`config.mk`:
```
export PLATFORM = sky130hd
export DESIGN_NAME = wb_sched
export DESIGN_NICKNAME = d
export VERILOG_FILES = /design/src/rtl/core_pkg.sv /design/src/rtl/rr_arb2.sv /design/src/rtl/wb_sched.sv
export SDC_FILE = /design/constraint.sdc
export NUM_CORES = 1
export LEC_CHECK = 0
export CAP_MARGIN = 20
export CELL_PAD_IN_SITES_DETAIL_PLACEMENT = 2
export CELL_PAD_IN_SITES_GLOBAL_PLACEMENT = 2
export CORE_MARGIN = 10
export CORE_UTILIZATION = 30
export CTS_CLUSTER_DIAMETER = 30
export CTS_CLUSTER_SIZE = 16
export DETAILED_ROUTE_END_ITERATION = 12
export PLACE_DENSITY = 0.95
export SLEW_MARGIN = 5
export SYNTH_ARGS = -nofsm -noshare
export SYNTH_HDL_FRONTEND = slang
export SYNTH_SLANG_ARGS = --single-unit
export TNS_END_PERCENT = 100
```
`constraint.sdc`:
```
create_clock -name clk -period 7.85 [get_ports clk]
set_input_delay 1.57 -clock clk [delete_from_list [all_inputs] [get_ports clk]]
set_output_delay 1.57 -clock clk [all_outputs]
set_load 0.01 [all_outputs]
```
`src/rtl/core_pkg.sv`:
```
// Shared core definitions: datapath widths and write-back source encoding.
package core_pkg;
  localparam int XLEN  = 32;
  localparam int RADDR = 5;

  // Index of each producer in request/grant vectors; also the value held in `last`.
  localparam logic SRC_ALU = 1'b0;
  localparam logic SRC_LD  = 1'b1;
endpackage

```
`src/rtl/rr_arb2.sv`:
```
// Two-way round-robin arbiter; `last` remembers the most recent winner.
module rr_arb2
  import core_pkg::*;
(
  input  logic       clk,
  input  logic       rst,
  input  logic [1:0] req,
  output logic [1:0] gnt
);

  logic last;

  always_comb begin
    gnt = 2'b00;
    if (!rst) begin
      if (&req) gnt[(last == SRC_ALU) ? SRC_LD : SRC_ALU] = 1'b1;
      else      gnt = req;
    end
  end

  always_ff @(posedge clk) begin
    if (rst)       last <= SRC_LD;
    else if (|gnt) last <= gnt[SRC_LD];
  end

endmodule

```
`src/rtl/wb_sched.sv`:
```
// Write-back scheduler: arbitrates ALU/load results onto the single register
// file write port and tracks pending destinations for RAW/WAW stalls.
module wb_sched
  import core_pkg::*;
#(
  parameter int XLEN  = core_pkg::XLEN,
  parameter int RADDR = core_pkg::RADDR
) (
  input  logic             clk,
  input  logic             rst_n,
  input  logic             iss_valid,
  input  logic [RADDR-1:0] iss_rd,
  output logic             iss_ready,
  input  logic [RADDR-1:0] rs1,
  input  logic [RADDR-1:0] rs2,
  output logic             stall,
  input  logic             alu_valid,
  input  logic [RADDR-1:0] alu_rd,
  input  logic [XLEN-1:0]  alu_data,
  output logic             alu_ready,
  input  logic             ld_valid,
  input  logic [RADDR-1:0] ld_rd,
  input  logic [XLEN-1:0]  ld_data,
  output logic             ld_ready,
  output logic             RegWe,
  output logic [RADDR-1:0] RegWr,
  output logic [XLEN-1:0]  RegWd
);

  localparam int NREG = 1 << RADDR;

  logic [NREG-1:0]            pend, pend_nxt;
  logic [1:0]                 req, gnt;
  logic [1:0][RADDR-1:0]      src_rd;
  logic [1:0][XLEN-1:0]       src_data;
  logic                       sel, any_gnt;

  // rst_n is an active-high reset on this block.
  assign req[SRC_ALU]      = alu_valid;
  assign req[SRC_LD]       = ld_valid;
  assign src_rd[SRC_ALU]   = alu_rd;
  assign src_rd[SRC_LD]    = ld_rd;
  assign src_data[SRC_ALU] = alu_data;
  assign src_data[SRC_LD]  = ld_data;

  rr_arb2 u_arb (
    .clk (clk),
    .rst (rst_n),
    .req (req),
    .gnt (gnt)
  );

  assign alu_ready = gnt[SRC_ALU];
  assign ld_ready  = gnt[SRC_LD];
  assign any_gnt   = |gnt;
  assign sel       = gnt[SRC_LD];

  always_comb begin
    stall = (pend[rs1] && (rs1 != '0)) ||
            (pend[rs2] && (rs2 != '0)) ||
            (iss_valid && pend[iss_rd] && (iss_rd != '0));
  end

  assign iss_ready = iss_valid && !stall && !rst_n;

  // Set is applied after clear so a same-edge issue to a just-written rd survives.
  always_comb begin
    pend_nxt = pend;
    if (RegWe) pend_nxt[RegWr] = 1'b0;
    if (iss_ready && (iss_rd != '0)) pend_nxt[iss_rd] = 1'b1;
    pend_nxt[0] = 1'b0;
  end

  always_ff @(posedge clk) begin
    if (rst_n) begin
      pend  <= '0;
      RegWe <= 1'b0;
      RegWr <= '0;
      RegWd <= '0;
    end else begin
      pend  <= pend_nxt;
      RegWe <= any_gnt && (src_rd[sel] != '0);
      if (any_gnt) begin
        RegWr <= src_rd[sel];
        RegWd <= src_data[sel];
      end
    end
  end

endmodule
```
==> results of run 1 <==
## flip-flops by register name (all words and copies together), names as in the netlist
name and count:
RegWd 32, RegWe 1, RegWr 5, pend 31
u_arb.last 1
## worst min-delay path, delay by kind of cell, from the launching register on
family | cells | cell delay, ns
flops | 1 | 0.31
mux | 1 | 0.13
compound gates | 1 | 0.08
## worst max path at each step
stage	cells after the start	slack [ns]	endpoint	from
2_1_floorplan	8	3.13	iss_ready	rs1[2]
3_3_place_gp	10	1.47	iss_ready	iss_rd[0]
3_5_place_dp	10	1.44	iss_ready	iss_rd[0]
4_1_cts	10	1.43	iss_ready	iss_rd[0]
5_1_grt	10	1.26	iss_ready	iss_rd[0]
6_report	10	1.44	iss_ready	iss_rd[0]
## kinds of logic after synthesis
group	share of synthesized area (%)
buf+inv	6.05
compound gates	21.4
mux	20.0
flops	33.2
simple gates	19.3
## layer usage
layer / global-route usage (%) / up-vias / part of all wire [%]
li1: - / 1928 / -
met1: 21.2 / 2106 / 38
met2: 34.7 / 182 / 50
met3: 7.91 / 28 / 9.4
met4: 5.27 / 0 / 2.1
met5: 0 / - / 0
## synthesized netlist by cell type (all sizes together), types with 3 or more instances
| master | count | area (um^2) |
|---|---|---|
| dfxtp | 70 | 1400 |
| clkbuf | 23 | 86.3 |
| nor2b | 26 | 163 |
| nand3b | 20 | 150 |
| nand3 | 4 | 20.0 |
| nand2 | 23 | 86.3 |
| a21oi | 3 | 15.0 |
| nand4 | 3 | 25.0 |
| o211ai | 4 | 35.0 |
| nor2 | 42 | 158 |
| a2111oi | 3 | 26.3 |
| nand2b | 8 | 50.1 |
| a211oi | 38 | 285 |
| o41ai | 8 | 115 |
| buf | 19 | 135 |
| mux4 | 11 | 248 |
| o31ai | 23 | 173 |
| o21ai | 20 | 100 |
| mux2 | 7 | 86.3 |
| inv | 8 | 30.0 |
| or2 | 3 | 18.8 |
| nor3b | 5 | 37.5 |
| o22ai | 3 | 18.8 |
| mux2i | 51 | 510 |
## power by group through the flow
stage | registers (mW) | clock network (mW) | logic (mW)
final | 0.393 | 0.465 | 0.206
after global routing | 0.395 | 0.491 | 0.221
after CTS | 0.393 | 0.473 | 0.208
after detailed placement | 0.400 | 0 | 0.205
after global placement | 0.397 | 0 | 0.196
after floorplan | 0.399 | 0 | 0.0903
## layout make-up
class	count	area [um^2]
Multi-Input combinational cell	333	2560
Timing Repair Buffer	140	1380
Fill cell	1442	7880
Tap cell	180	225
Clock buffer	12	267
Clock inverter	4	76.3
Sequential cell	70	1400
Inverter	9	33.8
## through the flow
step	total power, mW	setup slack (ns)	hold WS [ns]
after floorplan	0.489	3.13	0.482
after global placement	0.593	1.47	0.498
after detailed placement	0.605	1.44	0.545
after CTS	1.07	1.43	0.564
after global routing	1.11	1.26	0.600
final	1.06	1.44	0.564
==> metrics.cfg, run 1 <==
[status]
status=finished clean

[flow_run]
max-cap-violations=0

[worst_setup_path]
critPathTopFamily=buffers and inverters
cp-start-kind=primary input
rr_endpoint=pend[22]$_SDFF_PP0_
rr_worst_depth=7
worst_setup_path_end_kind=output pin
criticalPathCategory=primary input to output pin
worst-path-buf-inv=5
worst-endpoint-arrival_ns=4.84
ff2ff_setup_slack_ns=5.35
slowest_stage=clkdlybuf4s50_1
slowest_delay_ns=0.96
r2r-start=pend[8]$_SDFF_PP0_
critPathMaxFanout=32
crit_path_cell_trace=clkdlybuf4s50_1, buf_4, mux2_4, a22oi_2, o22ai_1, nor4_2, nand4_2, buf_4, inv_1, clkdlybuf4s50_1
cp.required_ns=6.28

[logic_synthesis]
avgSynthCellArea_um2=9.29
synth_ff_type=dfxtp_1
syn-cell-area_mm2=0.00422
ys_types=53
syn_nets=548
synth_cells=454
async_reset_ff_share_pct=0
synth_edf_count=0
yosysSeqAreaShare_pct=33.2
yosysWarnings=0
ys_ff_latch=70

[route]
wl_per_cell_um=25.8
ant_nets=0
wl_um=19300
vias=4244
drt_first_iter_violations=214
dr.pass1.iters=4
viasPerCell=5.67
drc_errors=0

[place]
dpl.hpwl_um=14600
dp_cells=732
gp_congestion=0.893
placed_area_mm2=0.00561
port_buffers=135

[timing]
setup_tns_ns=0
clock_skew_ns=0.00868
setup_violations=0
hold_viol=0
fmaxAchievable_ghz=0.156
relSlewSlack_pct=49.2
tightest_slew_ns=0.759
timing.final.crit_share_pct=81.6
fin_crit_ns=6.41
finalMaxSlewViolations=0
rsz0062_at_grt=no

[cells_and_area]
drive_gt1_share_pct=10.0
n_antenna_cell=0
syn2layout_area_growth_pct=41.2
final_common_cell=clkdlybuf4s50_1
final_nets=657
stdcell_count=748
fin_area_mm2=0.00595
layout_common_cells=clkdlybuf4s50_1 (134), dfxtp_1 (70), mux2i_1 (51)
final_util_pct=43.0

[grt]
grt_pass1_vias=4890
grt_max_degree=76
grt_pass1_wl_um=30000
grtUsageTotal_pct=19.6
grt_antenna_before_repair=0
grt_overflow=0

[worst_hold_path]
hold-path-endpoint=RegWd[12]$_SDFFE_PP0P_
whs_path_depth=2
min_from=RegWd[12]$_SDFFE_PP0P_
hp-class=flip-flop to flip-flop

[floorplan]
dieArea_mm2=0.0192
start_util_pct=30.5
dieWidth_um=139
rows=43
boundaryPins=136
core_mm2=0.0138
fp.dieH_um=139

[clock_network]
clockBufferDepth=2
cts_hold_buffers=0
path_clk_slew_ns=0.06
cts_root_buf=clkbuf_16
cts.sinks=70
cts_tree=done
numCtsBuffers=9
insertion_delay_ns=0.33
postCtsSetupRepairBufs=0
ctsResizeCount=0
htreeDepth=3

[power]
p_per_area_mw_per_mm2=179
combinationalPowerShare_pct=19.4
internal_power_uw=787
ir_drop_uv=99.8
clkPwrFrac_pct=43.7
p_sw_uw=276
p_sw_share_pct=26.0
seq_power_share_pct=36.9
p_leak_nw=2.07

(Power assumes the default switching activity.)
==> run 2, diff against run 1 <==
--- a/config.mk
+++ b/config.mk
@@ -9,11 +9,11 @@
 export CELL_PAD_IN_SITES_DETAIL_PLACEMENT = 2
 export CELL_PAD_IN_SITES_GLOBAL_PLACEMENT = 2
 export CORE_MARGIN = 10
-export CORE_UTILIZATION = 30
+export CORE_UTILIZATION = 25
 export CTS_CLUSTER_DIAMETER = 30
 export CTS_CLUSTER_SIZE = 16
 export DETAILED_ROUTE_END_ITERATION = 12
-export PLACE_DENSITY = 0.95
+export PLACE_DENSITY = 0.89
 export SLEW_MARGIN = 5
 export SYNTH_ARGS = -nofsm -noshare
 export SYNTH_HDL_FRONTEND = slang
==> constraint.sdc (replaced) <==
create_clock -name clk -period 5.3 [get_ports clk]
set_input_delay 1.06 -clock clk [delete_from_list [all_inputs] [get_ports clk]]
set_output_delay 1.06 -clock clk [all_outputs]
set_load 0.01 [all_outputs]
==> metrics.cfg, run 2 (synthesis results as in run 1) <==
[power]
combinationalPowerShare_pct=21.3  ; +1.9 points
finalPower_mw=1.44  ; +36%
p_per_area_mw_per_mm2=242  ; +35%
seq_power_share_pct=40.3  ; +3.4 points
p_leak_nw=2.07  ; -0.27%
clkPwrFrac_pct=38.4  ; -5.3 points
p_sw_uw=406  ; +47%
p_sw_share_pct=28.1  ; +2.1 points
internal_power_mw=1.04  ; +32%
ir_drop_uv=155  ; +55%

[worst_setup_path]
rr_worst_depth=7  ; unchanged
criticalPathCategory=primary input to output pin
r2r-start=pend[5]$_SDFF_PP0_
slowest_stage=clkdlybuf4s50_1
worst-path-buf-inv=4  ; -1
worst_setup_path_end_kind=output pin
worst-endpoint-arrival_ns=3.88  ; -0.96 ns
ff2ff_setup_slack_ns=2.66  ; -2.69 ns
slowest_delay_ns=0.67  ; -0.29 ns
cp-start-kind=primary input
critPathMaxFanout=10  ; -69%
crit_path_cell_trace=clkdlybuf4s50_1, buf_4, nor2b_1, a2111oi_0, a2111oi_0, nor4_2, nand4_2, inv_1, clkdlybuf4s50_1
cp.required_ns=4.24  ; -2.04 ns
rr_endpoint=pend[6]$_SDFF_PP0_
critPathTopFamily=buffers and inverters

[floorplan]
fp.dieH_um=150  ; +8.2%
rows=47  ; +9.3%
core_mm2=0.0166  ; +20%
start_util_pct=25.4  ; -5.1 points
boundaryPins=136  ; unchanged
dieArea_mm2=0.0225  ; +17%
dieWidth_um=150  ; +8.2%

[grt]
grtUsageTotal_pct=16.8  ; -2.8 points
grt_max_degree=76  ; unchanged
grt_antenna_before_repair=1  ; +1
grt_pass1_wl_um=29300  ; -2.1%
grt_pass1_vias=4884  ; -0.12%
grt_overflow=0  ; unchanged

[cells_and_area]
fillCellCount=1853  ; +29%
layout.area.seq_mm2=0.00140  ; unchanged
regMostFlops=RegWd
largest_register_ffs=32  ; unchanged
n_antenna_cell=0  ; unchanged
reg_top3=RegWd (32), pend (31), RegWr (5)
syn2layout_area_growth_pct=41.7
final_common_cell=clkdlybuf4s50_1
multi_input_area_mm2=0.00256  ; unchanged
final_nets=664  ; +1.1%
drive_gt1_share_pct=10.8  ; +0.79 points
layout_common_cells=clkdlybuf4s50_1 (134), dfxtp_1 (70), mux2i_1 (51)

[worst_hold_path]
whs_path_depth=2  ; unchanged
min_from=u_arb.last$_SDFFE_PP1P_
hold-path-endpoint=u_arb.last$_SDFFE_PP1P_
hp-class=flip-flop to flip-flop

[route]
dr.pass1.iters=4  ; unchanged
vias=4216  ; -0.66%
viasPerCell=5.32  ; -6.3%
wl_um=18900  ; -2.0%
wl_per_cell_um=23.8  ; -7.6%
drc_errors=0  ; unchanged
ant_nets=0  ; unchanged
drt_first_iter_violations=207  ; -3.3%

[clock_network]
cts_root_buf=clkbuf_16
clockBufferDepth=2  ; unchanged
postCtsSetupRepairBufs=0  ; unchanged
htreeDepth=3  ; unchanged
cts.sinks=70  ; unchanged
cts_tree=done
numCtsBuffers=9  ; unchanged
ctsResizeCount=0  ; unchanged
insertion_delay_ns=0.35  ; +0.02 ns
cts_hold_buffers=0  ; unchanged
path_clk_slew_ns=0.05  ; about the same

[flow_run]
max-cap-violations=0  ; unchanged

[timing]
rsz0062_at_grt=no
clock_skew_ns=0.00754  ; -0.00114 ns
timing.final.crit_share_pct=93.3
tightest_slew_ns=0.747  ; -0.0127 ns
finalMaxSlewViolations=0  ; unchanged
setup_tns_ns=0  ; unchanged
fmaxAchievable_ghz=0.202
hold_viol=0  ; unchanged
relSlewSlack_pct=50.2  ; +1.0 points
fin_crit_ns=4.94
setup_violations=0  ; unchanged

[place]
gp_congestion=0.854  ; -4.3%
dpl.hpwl_um=14700  ; +0.67%
port_buffers=135  ; unchanged

[status]
status=finished clean

[run 2: cell count changes in the layout (fill, tap and decap cells not counted), sizes merged]
| cell | delta |
|---|---|
| clkbuf | -2 |
| buf | +7 |
| inv | -1 |
| bufinv | -2 |
| clkinv | +2 |
| clkinvlp | +1 |
[run 2: worst reg2reg max path: stages, from the launching register on]
cell	delay, ns
dfxtp_1	0.36
mux2_1	0.32
a221oi_1	0.26
a2111oi_0	0.14
nor4_2	0.46
nand4_2	0.22
buf_4	0.31
o41ai_1	0.43
[run 2: per-stage QoR]
stage                     hold WS, ns  utilization [%]  setup WS (ns)  area, um^2  cells
final                           0.548             36.0          0.355        5980    793
after global routing            0.589             36.0          0.140        5980    793
after CTS                       0.547             36.0          0.323        5980    793
after detailed placement        0.535             34.4          0.338        5710    779
after global placement          0.497             34.4          0.432        5710    779
after floorplan                 0.482                -           1.60        4220    454
[run 2: worst max path at each step]
stage                   start         to  cells past startpoint
floorplan              rs1[2]  iss_ready                      8
global placement       rs1[0]  iss_ready                      9
detailed placement     rs1[0]  iss_ready                      9
CTS                 iss_rd[0]  iss_ready                      9
global route           rs1[0]  iss_ready                      9
finish                 rs1[0]  iss_ready                      9
[run 2: final cells by class]
type,count,share of cell area (%)
Tap cell,220,4.61
Clock inverter,4,0.419
Inverter,9,0.565
Multi-Input combinational cell,333,42.9
Timing Repair Buffer,147,24.0
Sequential cell,70,23.5
Clock buffer,10,4.00
[run 2: power groups by stage]
stage	logic (mW)	clock network (mW)	registers [mW]
after detailed placement	0.309	0	0.592
after CTS	0.311	0.571	0.582
after global placement	0.295	0	0.590
after floorplan	0.134	0	0.591
after global routing	0.333	0.597	0.585
final	0.308	0.555	0.582
[run 2: metal layers]
metal  GRT usage (%)  vias up  part of all wire [%]
met5               0        -                 0.042
met1            18.7     2099                    41
met3            7.28       18                   9.3
li1                -     1932                     -
met2            28.4      165                    48
met4            5.25        2                   1.5
==> run 3, diff against run 2 <==
==> constraint.sdc (replaced) <==
create_clock -name clk -period 5.3 [get_ports clk]
set_input_delay 1.06 -clock clk [delete_from_list [all_inputs] [get_ports clk]]
set_output_delay 1.06 -clock clk [all_outputs]
set_load 0.1 [all_outputs]
==> metrics.cfg, run 3 (synthesis results as in run 1) <==
[timing]
finalMaxSlewViolations=0  ; unchanged
fmaxAchievable_ghz=0.211  ; +4.2%
worst_hold_slack_ns=0.545  ; -0.00321 ns
timing.final.crit_share_pct=89.5  ; -3.8 points
rsz0062_at_grt=no
setup_tns_ns=0  ; unchanged
tightest_slew_ns=1.10  ; +0.352 ns
fin_crit_ns=4.74  ; -0.201 ns
setup_violations=0  ; unchanged
hold_viol=0  ; unchanged
fin_ws_ns=0.557  ; +0.201 ns
clock_skew_ns=0.0150  ; +0.00747 ns
relSlewSlack_pct=26.5  ; -24 points

[cells_and_area]
largest_register_ffs=32  ; unchanged
syn2layout_area_growth_pct=43.7
final_common_cell=clkdlybuf4s50_1
fillCellCount=1799  ; -2.9%
final_nets=661  ; -0.45%
layout_common_cells=clkdlybuf4s50_1 (130), dfxtp_1 (70), mux2i_1 (51)
final_util_pct=36.5  ; +0.51 points
regMostFlops=RegWd
layout.area.seq_mm2=0.00140  ; unchanged
n_antenna_cell=0  ; unchanged
drive_gt1_share_pct=11.4  ; +0.54 points
reg_top3=RegWd (32), pend (31), RegWr (5)
multi_input_area_mm2=0.00256  ; unchanged

[grt]
grt_overflow=0  ; unchanged
grtUsageTotal_pct=16.4  ; -0.43 points
grt_max_degree=76  ; unchanged
grt_pass1_vias=4823  ; -1.2%
grt_pass1_wl_um=28900  ; -1.6%
grt_antenna_before_repair=0  ; -1

[power]
p_per_area_mw_per_mm2=296  ; +22%
p_leak_nw=2.11  ; +2.2%
ir_drop_uv=153  ; -1.2%
finalPower_mw=1.79  ; +24%

[clock_network]
clockBufferDepth=2  ; unchanged
postCtsSetupRepairBufs=0  ; unchanged
cts_hold_buffers=0  ; unchanged
htreeDepth=3  ; unchanged
cts.sinks=70  ; unchanged
cts_root_buf=clkbuf_16
numCtsBuffers=9  ; unchanged
ctsResizeCount=0  ; unchanged
insertion_delay_ns=0.34  ; about the same
path_clk_slew_ns=0.06  ; about the same
cts_tree=done

[floorplan]
fp.dieH_um=150  ; unchanged
start_util_pct=25.4  ; unchanged
core_mm2=0.0166  ; unchanged
dieWidth_um=150  ; unchanged
boundaryPins=136  ; unchanged
dieArea_mm2=0.0225  ; unchanged
rows=47  ; unchanged

[worst_hold_path]
hp-class=flip-flop to flip-flop
hold-path-endpoint=u_arb.last$_SDFFE_PP1P_
whs_path_depth=2  ; unchanged
min_from=u_arb.last$_SDFFE_PP1P_

[route]
met3_length_um=1730  ; -1.7%
dr.pass1.iters=4  ; unchanged
wl_um=18400  ; -2.5%
wl_per_cell_um=23.3  ; -2.4%
drt_first_iter_violations=218  ; +5.3%
wl_met2_um=8990  ; -1.9%
highest_layer=met4
drc_errors=0  ; unchanged
viasPerCell=5.29  ; -0.42%
vias=4193  ; -0.55%
wl_met1_um=7460  ; -2.9%
ant_nets=0  ; unchanged

[worst_setup_path]
critPathMaxFanout=12  ; +2
worst-endpoint-arrival_ns=3.68  ; -0.20 ns
slowest_delay_ns=0.83  ; +0.16 ns
r2r-start=pend[25]$_SDFF_PP0_
worst_setup_path_end_kind=output pin
rr_endpoint=pend[6]$_SDFF_PP0_
crit_path_cell_trace=clkdlybuf4s50_1, buf_4, mux2_4, a22oi_2, o22ai_1, nor4_2, nand4_2, inv_1, buf_12
cp.required_ns=4.24  ; about the same
cp-start-kind=primary input
ff2ff_setup_slack_ns=2.84  ; +0.18 ns
criticalPathCategory=primary input to output pin
rr_worst_depth=7  ; unchanged
slowest_stage=clkdlybuf4s50_1

[place]
gp_congestion=0.867  ; +1.5%
dpl.hpwl_um=14400  ; -1.6%
dp_slack_ns=0.579  ; +0.240 ns
port_buffers=135  ; unchanged

[flow_run]
max-cap-violations=0  ; unchanged

[status]
status=finished clean

-- run 3: cell types whose count changed in the layout (fill, tap and decap cells not counted), sizes merged --
cell	before	now
clkinvlp	2	0
buf	13	14
bufinv	0	3
inv	8	9
clkdlybuf4s50	134	130
-- run 3: worst max-delay path, delay by kind of cell --
kind | cells | cell delay (ns)
AO/OA/AOI/OAI | 2 | 0.26
buffers and inverters | 4 | 1.43
multiplexers | 1 | 0.31
AND/OR/NAND/NOR | 2 | 0.62
-- run 3: area by class of cell --
cell class	count	area share [%]
clock buffer	10	3.94
clock inverter	6	1.92
inverter	9	0.558
multi-input combinational	333	42.3
sequential	70	23.1
tap	220	4.54
timing repair buffer	144	23.6
-- run 3: report_power, final --
part           leakage, nW  internal (mW)  switching [mW]
Clock                0.173          0.476           0.249
Sequential           0.572          0.554          0.0273
Combinational         1.37          0.163           0.324
Total                 2.11           1.19           0.601
-- run 3: how the worst max path moves through the flow --
stage,start,endpoint,slack (ns),cells after the start
floorplan,iss_rd[2],stall,0.53,6
global placement,iss_rd[0],iss_ready,0.66,9
detailed placement,iss_rd[0],iss_ready,0.58,9
CTS,iss_rd[0],iss_ready,0.56,9
global route,rs2[0],iss_ready,0.44,8
finish,iss_rd[0],iss_ready,0.56,9
-- run 3: through the flow --
stage,instance area (um^2),instances
5_1_grt,6060,792
3_5_place_dp,5700,776
2_1_floorplan,4220,454
4_1_cts,6060,792
3_3_place_gp,5700,776
6_report,6060,792
-- run 3: metal layers --
| layer | up-vias | GRT usage [%] |
|---|---|---|
| met3 | 16 | 7.19 |
| li1 | 1932 | - |
| met4 | 0 | 3.45 |
| met2 | 143 | 27.9 |
| met1 | 2102 | 18.6 |
| met5 | - | 0 |
